===== config.mk =====
export PLATFORM = sky130hd
export DESIGN_NAME = guess_core
export DESIGN_NICKNAME = d
export VERILOG_FILES = /design/src/rtl/guess_core_pkg.sv /design/src/rtl/guess_scorer.sv /design/src/rtl/guess_core.sv
export SDC_FILE = /design/constraint.sdc
export NUM_CORES = 1
export LEC_CHECK = 0
export CORE_ASPECT_RATIO = 1.5
export CORE_UTILIZATION = 58
export CTS_CLUSTER_DIAMETER = 120
export CTS_CLUSTER_SIZE = 25
export DETAILED_ROUTE_END_ITERATION = 10
export GPL_TIMING_DRIVEN = 0
export PLACE_DENSITY_LB_ADDON = 0.3
export SLEW_MARGIN = 15
export SYNTH_ARGS = -nofsm -noshare
export SYNTH_HDL_FRONTEND = slang
export SYNTH_SLANG_ARGS = --single-unit
export TNS_END_PERCENT = 1

===== constraint.sdc =====
create_clock -name clk -period 5.3 [get_ports clk]
set_clock_uncertainty 0.15 [all_clocks]
set_input_delay 1.325 -clock clk [delete_from_list [all_inputs] [get_ports clk]]
set_output_delay 1.325 -clock clk [all_outputs]
set_load 0.03 [all_outputs]

===== src/rtl/guess_core_pkg.sv =====
// Shared encodings for the code-guessing game: phases, key codes and digit limits.
package guess_core_pkg;

  typedef enum logic [1:0] {
    PH_SECRET = 2'd0,
    PH_GUESS  = 2'd1,
    PH_SCORE  = 2'd2,
    PH_DONE   = 2'd3
  } phase_t;

  localparam logic [3:0] KEY_CLR     = 4'hC;
  localparam logic [3:0] KEY_ENT     = 4'hE;
  localparam logic [3:0] DIGIT_EMPTY = 4'hF;
  localparam logic [3:0] LAST_DIGIT  = 4'd9;

endpackage


===== src/rtl/guess_scorer.sv =====
// Sequential A/B scorer: walks digit values 0..9, one per cycle, summing
// min(count in guess, count in secret); B is that total minus exact matches.
module guess_scorer
  import guess_core_pkg::*;
#(
  parameter int N_DIGITS = 4
) (
  input  logic                  clk,
  input  logic                  rst,
  input  logic                  abort,
  input  logic                  start,
  input  logic [4*N_DIGITS-1:0] secret,
  input  logic [4*N_DIGITS-1:0] guess,
  output logic                  done,
  output logic [3:0]            a_cnt,
  output logic [3:0]            b_cnt
);

  logic       busy;
  logic [3:0] digit;
  logic [3:0] total;
  logic [3:0] cnt_g;
  logic [3:0] cnt_s;
  logic [3:0] exact;
  logic [3:0] term;
  logic [3:0] total_next;

  always_comb begin
    cnt_g = '0;
    cnt_s = '0;
    exact = '0;
    for (int i = 0; i < N_DIGITS; i++) begin
      if (guess[4*i +: 4] == digit) cnt_g = cnt_g + 4'd1;
      if (secret[4*i +: 4] == digit) cnt_s = cnt_s + 4'd1;
      if (guess[4*i +: 4] == secret[4*i +: 4]) exact = exact + 4'd1;
    end
    term       = (cnt_g < cnt_s) ? cnt_g : cnt_s;
    total_next = total + term;
  end

  // start only arms the walk; guess/secret are sampled from the next cycle on
  always_ff @(posedge clk) begin
    if (rst || abort) begin
      busy  <= 1'b0;
      done  <= 1'b0;
      digit <= '0;
      total <= '0;
      a_cnt <= '0;
      b_cnt <= '0;
    end else begin
      done <= 1'b0;
      if (start) begin
        busy  <= 1'b1;
        digit <= '0;
        total <= '0;
      end else if (busy) begin
        total <= total_next;
        digit <= digit + 4'd1;
        if (digit == LAST_DIGIT) begin
          busy  <= 1'b0;
          done  <= 1'b1;
          a_cnt <= exact;
          b_cnt <= total_next - exact;
        end
      end
    end
  end

endmodule


===== src/rtl/guess_core.sv =====
// Code-guessing game core: keypad entry of a secret and guesses, scoring via
// guess_scorer, try counting and win/lose tracking. All outputs are registered.
module guess_core
  import guess_core_pkg::*;
#(
  parameter int N_DIGITS     = 4,
  parameter int MAX_TRIES    = 10,
  parameter int ALLOW_REPEAT = 0
) (
  input  logic                  clk,
  input  logic                  rst,
  input  logic                  key_valid,
  input  logic [3:0]            key_code,
  input  logic                  new_game,
  output logic [4*N_DIGITS-1:0] entry_buf,
  output logic [3:0]            entry_len,
  output logic [3:0]            a_cnt,
  output logic [3:0]            b_cnt,
  output logic                  result_valid,
  output logic [3:0]            tries,
  output logic                  win,
  output logic                  lose,
  output logic                  entry_err,
  output logic [1:0]            phase
);

  localparam logic [4*N_DIGITS-1:0] BUF_EMPTY = {N_DIGITS{DIGIT_EMPTY}};
  localparam logic [3:0]            LEN_FULL  = 4'(N_DIGITS);
  localparam logic [3:0]            TRIES_MAX = 4'(MAX_TRIES);

  phase_t                state;
  logic [4*N_DIGITS-1:0] secret;
  logic [4*N_DIGITS-1:0] guess;
  logic                  entering;
  logic                  is_dup;
  logic                  start_score;
  logic                  sc_done;
  logic [3:0]            sc_a;
  logic [3:0]            sc_b;

  assign phase = state;

  // Empty slots hold 4'hF, so scanning every slot cannot match a real digit
  always_comb begin
    is_dup = 1'b0;
    for (int i = 0; i < N_DIGITS; i++) begin
      if (entry_buf[4*i +: 4] == key_code) is_dup = 1'b1;
    end
  end

  assign entering    = key_valid && !new_game && (state == PH_SECRET || state == PH_GUESS);
  assign start_score = entering && (state == PH_GUESS) && (key_code == KEY_ENT) &&
                       (entry_len == LEN_FULL);

  guess_scorer #(
    .N_DIGITS(N_DIGITS)
  ) u_scorer (
    .clk   (clk),
    .rst   (rst),
    .abort (new_game),
    .start (start_score),
    .secret(secret),
    .guess (guess),
    .done  (sc_done),
    .a_cnt (sc_a),
    .b_cnt (sc_b)
  );

  always_ff @(posedge clk) begin
    if (rst || new_game) begin
      state        <= PH_SECRET;
      entry_buf    <= BUF_EMPTY;
      entry_len    <= '0;
      a_cnt        <= '0;
      b_cnt        <= '0;
      tries        <= '0;
      win          <= 1'b0;
      lose         <= 1'b0;
      result_valid <= 1'b0;
      entry_err    <= 1'b0;
      secret       <= BUF_EMPTY;
      guess        <= BUF_EMPTY;
    end else begin
      result_valid <= 1'b0;
      entry_err    <= 1'b0;
      if (entering) begin
        if (key_code <= LAST_DIGIT) begin
          if (entry_len == LEN_FULL || (ALLOW_REPEAT == 0 && is_dup)) begin
            entry_err <= 1'b1;
          end else begin
            for (int i = 0; i < N_DIGITS; i++) begin
              if (4'(i) == entry_len) entry_buf[4*i +: 4] <= key_code;
            end
            entry_len <= entry_len + 4'd1;
          end
        end else if (key_code == KEY_CLR) begin
          entry_buf <= BUF_EMPTY;
          entry_len <= '0;
        end else if (key_code == KEY_ENT) begin
          if (entry_len != LEN_FULL) begin
            entry_err <= 1'b1;
          end else begin
            entry_buf <= BUF_EMPTY;
            entry_len <= '0;
            if (state == PH_SECRET) begin
              secret <= entry_buf;
              state  <= PH_GUESS;
            end else begin
              guess <= entry_buf;
              state <= PH_SCORE;
            end
          end
        end
      end
      if (state == PH_SCORE && sc_done) begin
        result_valid <= 1'b1;
        a_cnt        <= sc_a;
        b_cnt        <= sc_b;
        if (tries != TRIES_MAX) tries <= tries + 4'd1;
        // A full match wins even when it is the last allowed try
        if (sc_a == LEN_FULL) begin
          win   <= 1'b1;
          state <= PH_DONE;
        end else if (tries + 4'd1 >= TRIES_MAX) begin
          lose  <= 1'b1;
          state <= PH_DONE;
        end else begin
          state <= PH_GUESS;
        end
      end
    end
  end

endmodule

==> out/metrics.cfg, run 1 <==
[setup_path]
reg2reg_depth=23
crit_path_max_fanout=9
crit_required_ps=5420
r2r_slack_ps=240
cp_data_arrival_time_ps=5170
startpoint_type=flop
path_class=reg2reg
crit_path_end_kind=flop

[yosys]
ys_types=55
synth_top_flop_cell=dfxtp_1
synth-seq-area-share_pct=35.2
netlist.area_leader.share_pct=35.2
syn_area_mm2=0.00500
ys_seq_elements=88
yosys_warnings=0
synthCells=591
synth_area_per_cell_um2=8.47
synthArstFlopShare_pct=0
synth_top_cell_by_area=dfxtp_1
synth_area_leaders=dfxtp_1 (35%), xnor2_1 (7.5%), nand2_1 (7.5%)
synth_edf_count=0
post-synth-top-count-cell=nand2_1
synth_common_cells=nand2_1 (100), dfxtp_1 (88), nor2_1 (50)

[timing]
worstMarginPinSlew_ps=1050
slew_headroom_pct=29.1
setup_violations=0
fmax_mhz=198
hold_viol_final=0
drv_slew=0
fin_crit_ps=5060
tns_ps=0
layout_setup_ws_ps=244
fin_crit_sh_pct=95.4

[layout]
final_util_pct=71.2
instances_no_fill=767
area.growth.synth_to_final_pct=19.7
regArea_mm2=0.00177
diodes=0
multi_input_area_mm2=0.00306
fin_nets=693
drive_gt1_share_pct=7.42
fillers=667

[route]
detail_route.vias_per_cell=5.74
first_iter_violations=207
first_pass_iters=6
ant_nets=0
drc=0
avgRoutedWirePerCell_um=16.2
drt-total-wl_mm=12.4
num_vias=4406

[power_and_ir_drop]
seq_power_share_pct=48.0
p_comb_share_pct=5.7
swShare_pct=21.9
clkPwrFrac_pct=46.3
leakage_nw=2.46
p_per_area_mw_per_mm2=231
switching_power_uw=303
max-vdd-ir-drop_mv=0.226
total_power_mw=1.39
p_int_mw=1.08

[grt]
grt_pass1_wl_mm=20.4
grt_pass1_vias=4427
antenna_found_initial=0
grt_max_degree=14
track_usage_pct=29.0
overflow=0

[clocking]
h-tree-depth=3
clock_path_buffers=2
cts_tree=yes
hold_buffers=0
cts_made_buffers=9
clock_latency_ps=340
cts_root_buf=clkbuf_16
numClockSinks=88
clk_pin_slew_ps=60

[die]
start_util_pct=59.5
die_area_mm2=0.00901
std_cell_rows=41
fp.dieW_um=77.8
io_pins=46
die_y_um=116
core_area_mm2=0.00841

[run]
maxCapViolations=0

[min_path]
hold_class=reg2reg
worstHoldPathCells=2

[place]
place_inst=744
gp_congestion=0.914
place_ws_ps=-69.8
io_buffers=44
hpwl_mm=9.10

[status]
status=complete, no violations

==> power by group through the flow <==
stage / Combinational (mW) / Sequential, mW / Clock (mW)
floorplan: 0.0512 / 0.682 / 0
global placement: 0.0749 / 0.680 / 0
detailed placement: 0.0769 / 0.680 / 0
CTS: 0.0774 / 0.665 / 0.644
global route: 0.0857 / 0.665 / 0.676
finish: 0.0788 / 0.665 / 0.642
==> state kept, by name (all words and copies together) (netlist names) <==
signal          flops
tries               4
entry_err           1
phase               2
win                 1
a_cnt               4
u_scorer.done       1
u_scorer.busy       1
u_scorer.digit      4
entry_len           4
u_scorer.a_cnt      4
lose                1
u_scorer.total      4
secret             16
u_scorer.b_cnt      4
entry_buf          16
b_cnt               4
guess              16
result_valid        1
==> cells in the final DEF (no fill, tap or decap), types with 3 or more instances in the layout <==
cell type          n
buf_2              7
mux2i_1           18
a21o_1             5
clkdlybuf4s50_1   44
a311oi_1           3
xor2_1            37
dfxtp_1           85
clkbuf_1          19
xnor2_1           42
conb_1             4
o21ai_0           14
a31oi_1            3
nand3_1           40
inv_1             22
nand2_1          100
nor4_1             6
a21oi_1           26
and2_1             3
a211oi_1          13
ha_1              27
clkbuf_16          9
buf_4              7
dfxtp_2            3
nor4_4             3
and4_1             3
a41oi_1            3
nor2_1            50
nor3_1             3
nand4_1            9
==> logic make-up after synthesis <==
kind of cell               share of synthesized area (%)
adders and majority gates                           7.80
buffers and inverters                               4.45
AOI/OAI and AO/OA                                   11.7
DFF                                                 35.2
muxes                                               3.80
other                                              0.150
and+or+nand+nor                                     22.0
xor gates and xnor gates                            14.9
==> repair_timing <==
action	in CTS	in global routing
setup buffers	0	6
setup endpoints to repair	1	2
gates cloned	0	1
pin swaps	0	4
gates resized for setup	3	12
==> routing by layer <==
metal  GRT usage (%)  vias up  wire (um)
met5               0        -          0
met4            16.7        0        470
met3            4.41       38        413
met2            55.1      109       6750
met1            30.0     2116       4770
li1                -     2143          -
==> per-stage QoR <==
stage               hold slack [ps]  cell area (um2)
finish                          305             5990
CTS                             305             5900
detailed placement              297             5590
global route                    324             5990
floorplan                       273             5010
global placement                297             5590
==> final timing paths <==
kind / start / end
hold / removal: b_cnt[3] / b_cnt[3]
setup reg to reg: u_scorer.digit[2] / u_scorer.b_cnt[3]
setup / recovery: u_scorer.digit[2] / u_scorer.b_cnt[3]
hold reg to reg: b_cnt[3] / b_cnt[3]
==> layout make-up <==
class	count	area share [%]
inverters	22	1.38
well taps	107	2.24
plain buffers	29	2.63
multi-input cells	454	51.1
clock inverters	2	0.627
clock buffers	14	4.41
repair buffers	51	8.19
flip-flops and latches	88	29.5
==> worst max-delay path, stage by stage (launching register included) <==
cell and delay [ps]:
dfxtp_2 380, buf_8 160, xnor2_1 130, nand4_1 220, inv_1 100, ha_1 170
inv_1 60, mux2i_2 230, ha_2 240, o211ai_1 100, nor2b_2 210, ha_1 200
a21o_1 190, or4_1 510, a2bb2oi_1 170, and2_1 170, fa_2 560, inv_1 50
ha_1 290, a21o_1 160, a21oi_1 170, xnor2_1 160, nand2_1 70, a21oi_1 140
Note: power is estimated with default switching activity, not from simulation.
==> run 2, diff against run 1 <==
--- a/config.mk
+++ b/config.mk
@@ -11,7 +11,7 @@
 export CTS_CLUSTER_SIZE = 25
 export DETAILED_ROUTE_END_ITERATION = 10
 export GPL_TIMING_DRIVEN = 0
-export PLACE_DENSITY_LB_ADDON = 0.3
+export PLACE_DENSITY = 0.9
 export SLEW_MARGIN = 15
 export SYNTH_ARGS = -nofsm -noshare
 export SYNTH_HDL_FRONTEND = slang
==> run 2 against run 1 <==
Worst hold slack gained 2.0 ps. First-iteration DRC count grew 99%. Core utilization grew 1.6 points. Non-clock buffer count grew 8. Clock-buffer cell count shrank 4. Global-route usage grew 4.0 points. Cell count grew 1.0%. Clock power grew 6.5%. Combinational power grew 6.7%. Sequential power is essentially flat. Final area grew 2.3%. Flip-flop and latch count is the same. Highest routed layer unchanged.
==> out/metrics.cfg, run 2 (synthesis results as in run 1) <==
[power_and_ir_drop]
leakage_nw=2.54  ; +2.9%
p_per_area_mw_per_mm2=234  ; +1.1%
max-vdd-ir-drop_mv=0.217  ; -4.0%

[die]
die_area_mm2=0.00901  ; unchanged
die_y_um=116  ; unchanged
std_cell_rows=41  ; unchanged
start_util_pct=59.5  ; unchanged
fp.dieW_um=77.8  ; unchanged
core_area_mm2=0.00841  ; unchanged
io_pins=46  ; unchanged

[place]
gp_congestion=0.991  ; +8.4%
placed_area_mm2=0.00559  ; unchanged
io_buffers=44  ; unchanged
place_inst=744  ; unchanged
hpwl_mm=9.50  ; +4.3%

[grt]
track_usage_pct=33.0  ; +4.0 points
antenna_found_initial=0  ; unchanged
grt_pass1_wl_mm=22.9  ; +12%
grt_pass1_vias=4750  ; +7.3%
overflow=0  ; unchanged
grt_max_degree=15  ; +1

[timing]
setup_violations=0  ; unchanged
worstMarginPinSlew_ps=961  ; -93.2 ps
hold_slack_ps=307  ; +1.96 ps
drv_slew=0  ; unchanged
fin_crit_sh_pct=98.0  ; +2.6 points
hold_viol_final=0  ; unchanged
fin_crit_ps=5200  ; +140 ps
slew_headroom_pct=35.3  ; +6.3 points
fmax_mhz=192  ; -2.7%
tns_ps=0  ; unchanged

[clocking]
cts_tree=yes
clk_pin_slew_ps=70  ; about the same
clock_path_buffers=2  ; unchanged
cts_root_buf=clkbuf_16
numClockSinks=88  ; unchanged
cts_made_buffers=9  ; unchanged
clock_latency_ps=340  ; about the same
h-tree-depth=3  ; unchanged
hold_buffers=0  ; unchanged

[route]
first_iter_violations=412  ; +99%
first_pass_iters=5  ; -1
drc=0  ; unchanged
drt-total-wl_mm=14.9  ; +20%
avgRoutedWirePerCell_um=19.3  ; +19%
ant_nets=0  ; unchanged
num_vias=4732  ; +7.4%
detail_route.vias_per_cell=6.11  ; +6.3%

[layout]
layout_common_cells=nand2_1 (100), dfxtp_1 (85), nor2_1 (50), clkdlybuf4s50_1 (44), xnor2_1 (41)
final_util_pct=72.8  ; +1.6 points
drive_gt1_share_pct=10.6  ; +3.2 points
fin_nets=701  ; +1.2%
top_regs=entry_buf (16), guess (16), secret (16)
area.growth.synth_to_final_pct=22.4
fin_area_mm2=0.00612  ; +2.3%
instances_no_fill=775  ; +1.0%
diodes=0  ; unchanged
mostFrequentLayoutCell=nand2_1
fillers=593  ; -11%

[setup_path]
r2r_slack_ps=100  ; -140 ps
crit_path_end_kind=flop
slowest_delay_ps=560  ; about the same
r2r-end=u_scorer.b_cnt[3]
startpoint_type=flop
cp_data_arrival_time_ps=5320  ; +150 ps
reg2reg_depth=25  ; +8.7%
reg2reg_from=u_scorer.digit[1]
crit_slowest_cell=fa_2
critPathBufInv=5  ; +1
crit_path_max_fanout=6  ; -3
cpLargestDelayFamily=adder cells
crit_required_ps=5420  ; about the same
path_class=reg2reg

[min_path]
worstHoldPathCells=2  ; unchanged
hold_end=b_cnt[1]
hp-start=b_cnt[1]
hold_class=reg2reg

[status]
status=complete, no violations

[run]
maxCapViolations=0  ; unchanged

-- run 2: tightest hold or removal path: stages (launching register included) --
cell	delay (ps)
dfxtp_1	310
nand2_1	50
a21oi_1	50
-- run 2: how the worst max path moves through the flow --
stage,end,start,depth (start not counted)
2_1_floorplan,u_scorer.b_cnt[3],u_scorer.digit[1],21
5_1_grt,u_scorer.b_cnt[3],u_scorer.digit[2],23
3_5_place_dp,u_scorer.b_cnt[3],u_scorer.digit[1],22
3_3_place_gp,u_scorer.b_cnt[3],u_scorer.digit[1],22
6_report,u_scorer.b_cnt[3],u_scorer.digit[1],25
4_1_cts,u_scorer.b_cnt[3],u_scorer.digit[0],25
-- run 2: cell type report --
class                      instances  area [um2]  share of cell area (%)
multi-input combinational        454        3110                    50.8
sequential                        88        1770                    28.8
timing repair buffer              59         553                    9.03
clock buffer                      10         239                    3.90
buffer                            29         154                    2.51
tap                              107         134                    2.19
clock inverter                     6        82.6                    1.35
inverter                          22        82.6                    1.35
-- run 2: repair_timing --
item / CTS / global route
endpoints found under the setup margin: 2 / 2
cloned: 0 / 0
pin swaps: 2 / 11
resized for setup: 9 / 19
hold endpoints to repair: 0 / 0
buffers inserted: 8 / 7
-- run 2: power breakdown --
group,internal (mW),switching (mW)
Sequential,0.663,0.00234
Clock,0.423,0.261
Combinational,0.0301,0.0541
-- run 2: per-layer routing --
metal  GRT usage, %  share of wire, %  wire length, um  up-vias
met2           62.4                54             8030      216
met4           22.1               5.0              753        0
li1               -                 -                -     2170
met3           5.43               5.4              803       74
met5              0                 0                0        -
met1           33.0                36             5350     2272
-- run 2: per-stage QoR --
stage / setup slack, ps / total power [mW]
floorplan: 475 / 0.733
global placement: 131 / 0.754
detailed placement: -157 / 0.756
CTS: 5.24 / 1.43
global route: -63.1 / 1.46
finish: 104 / 1.43
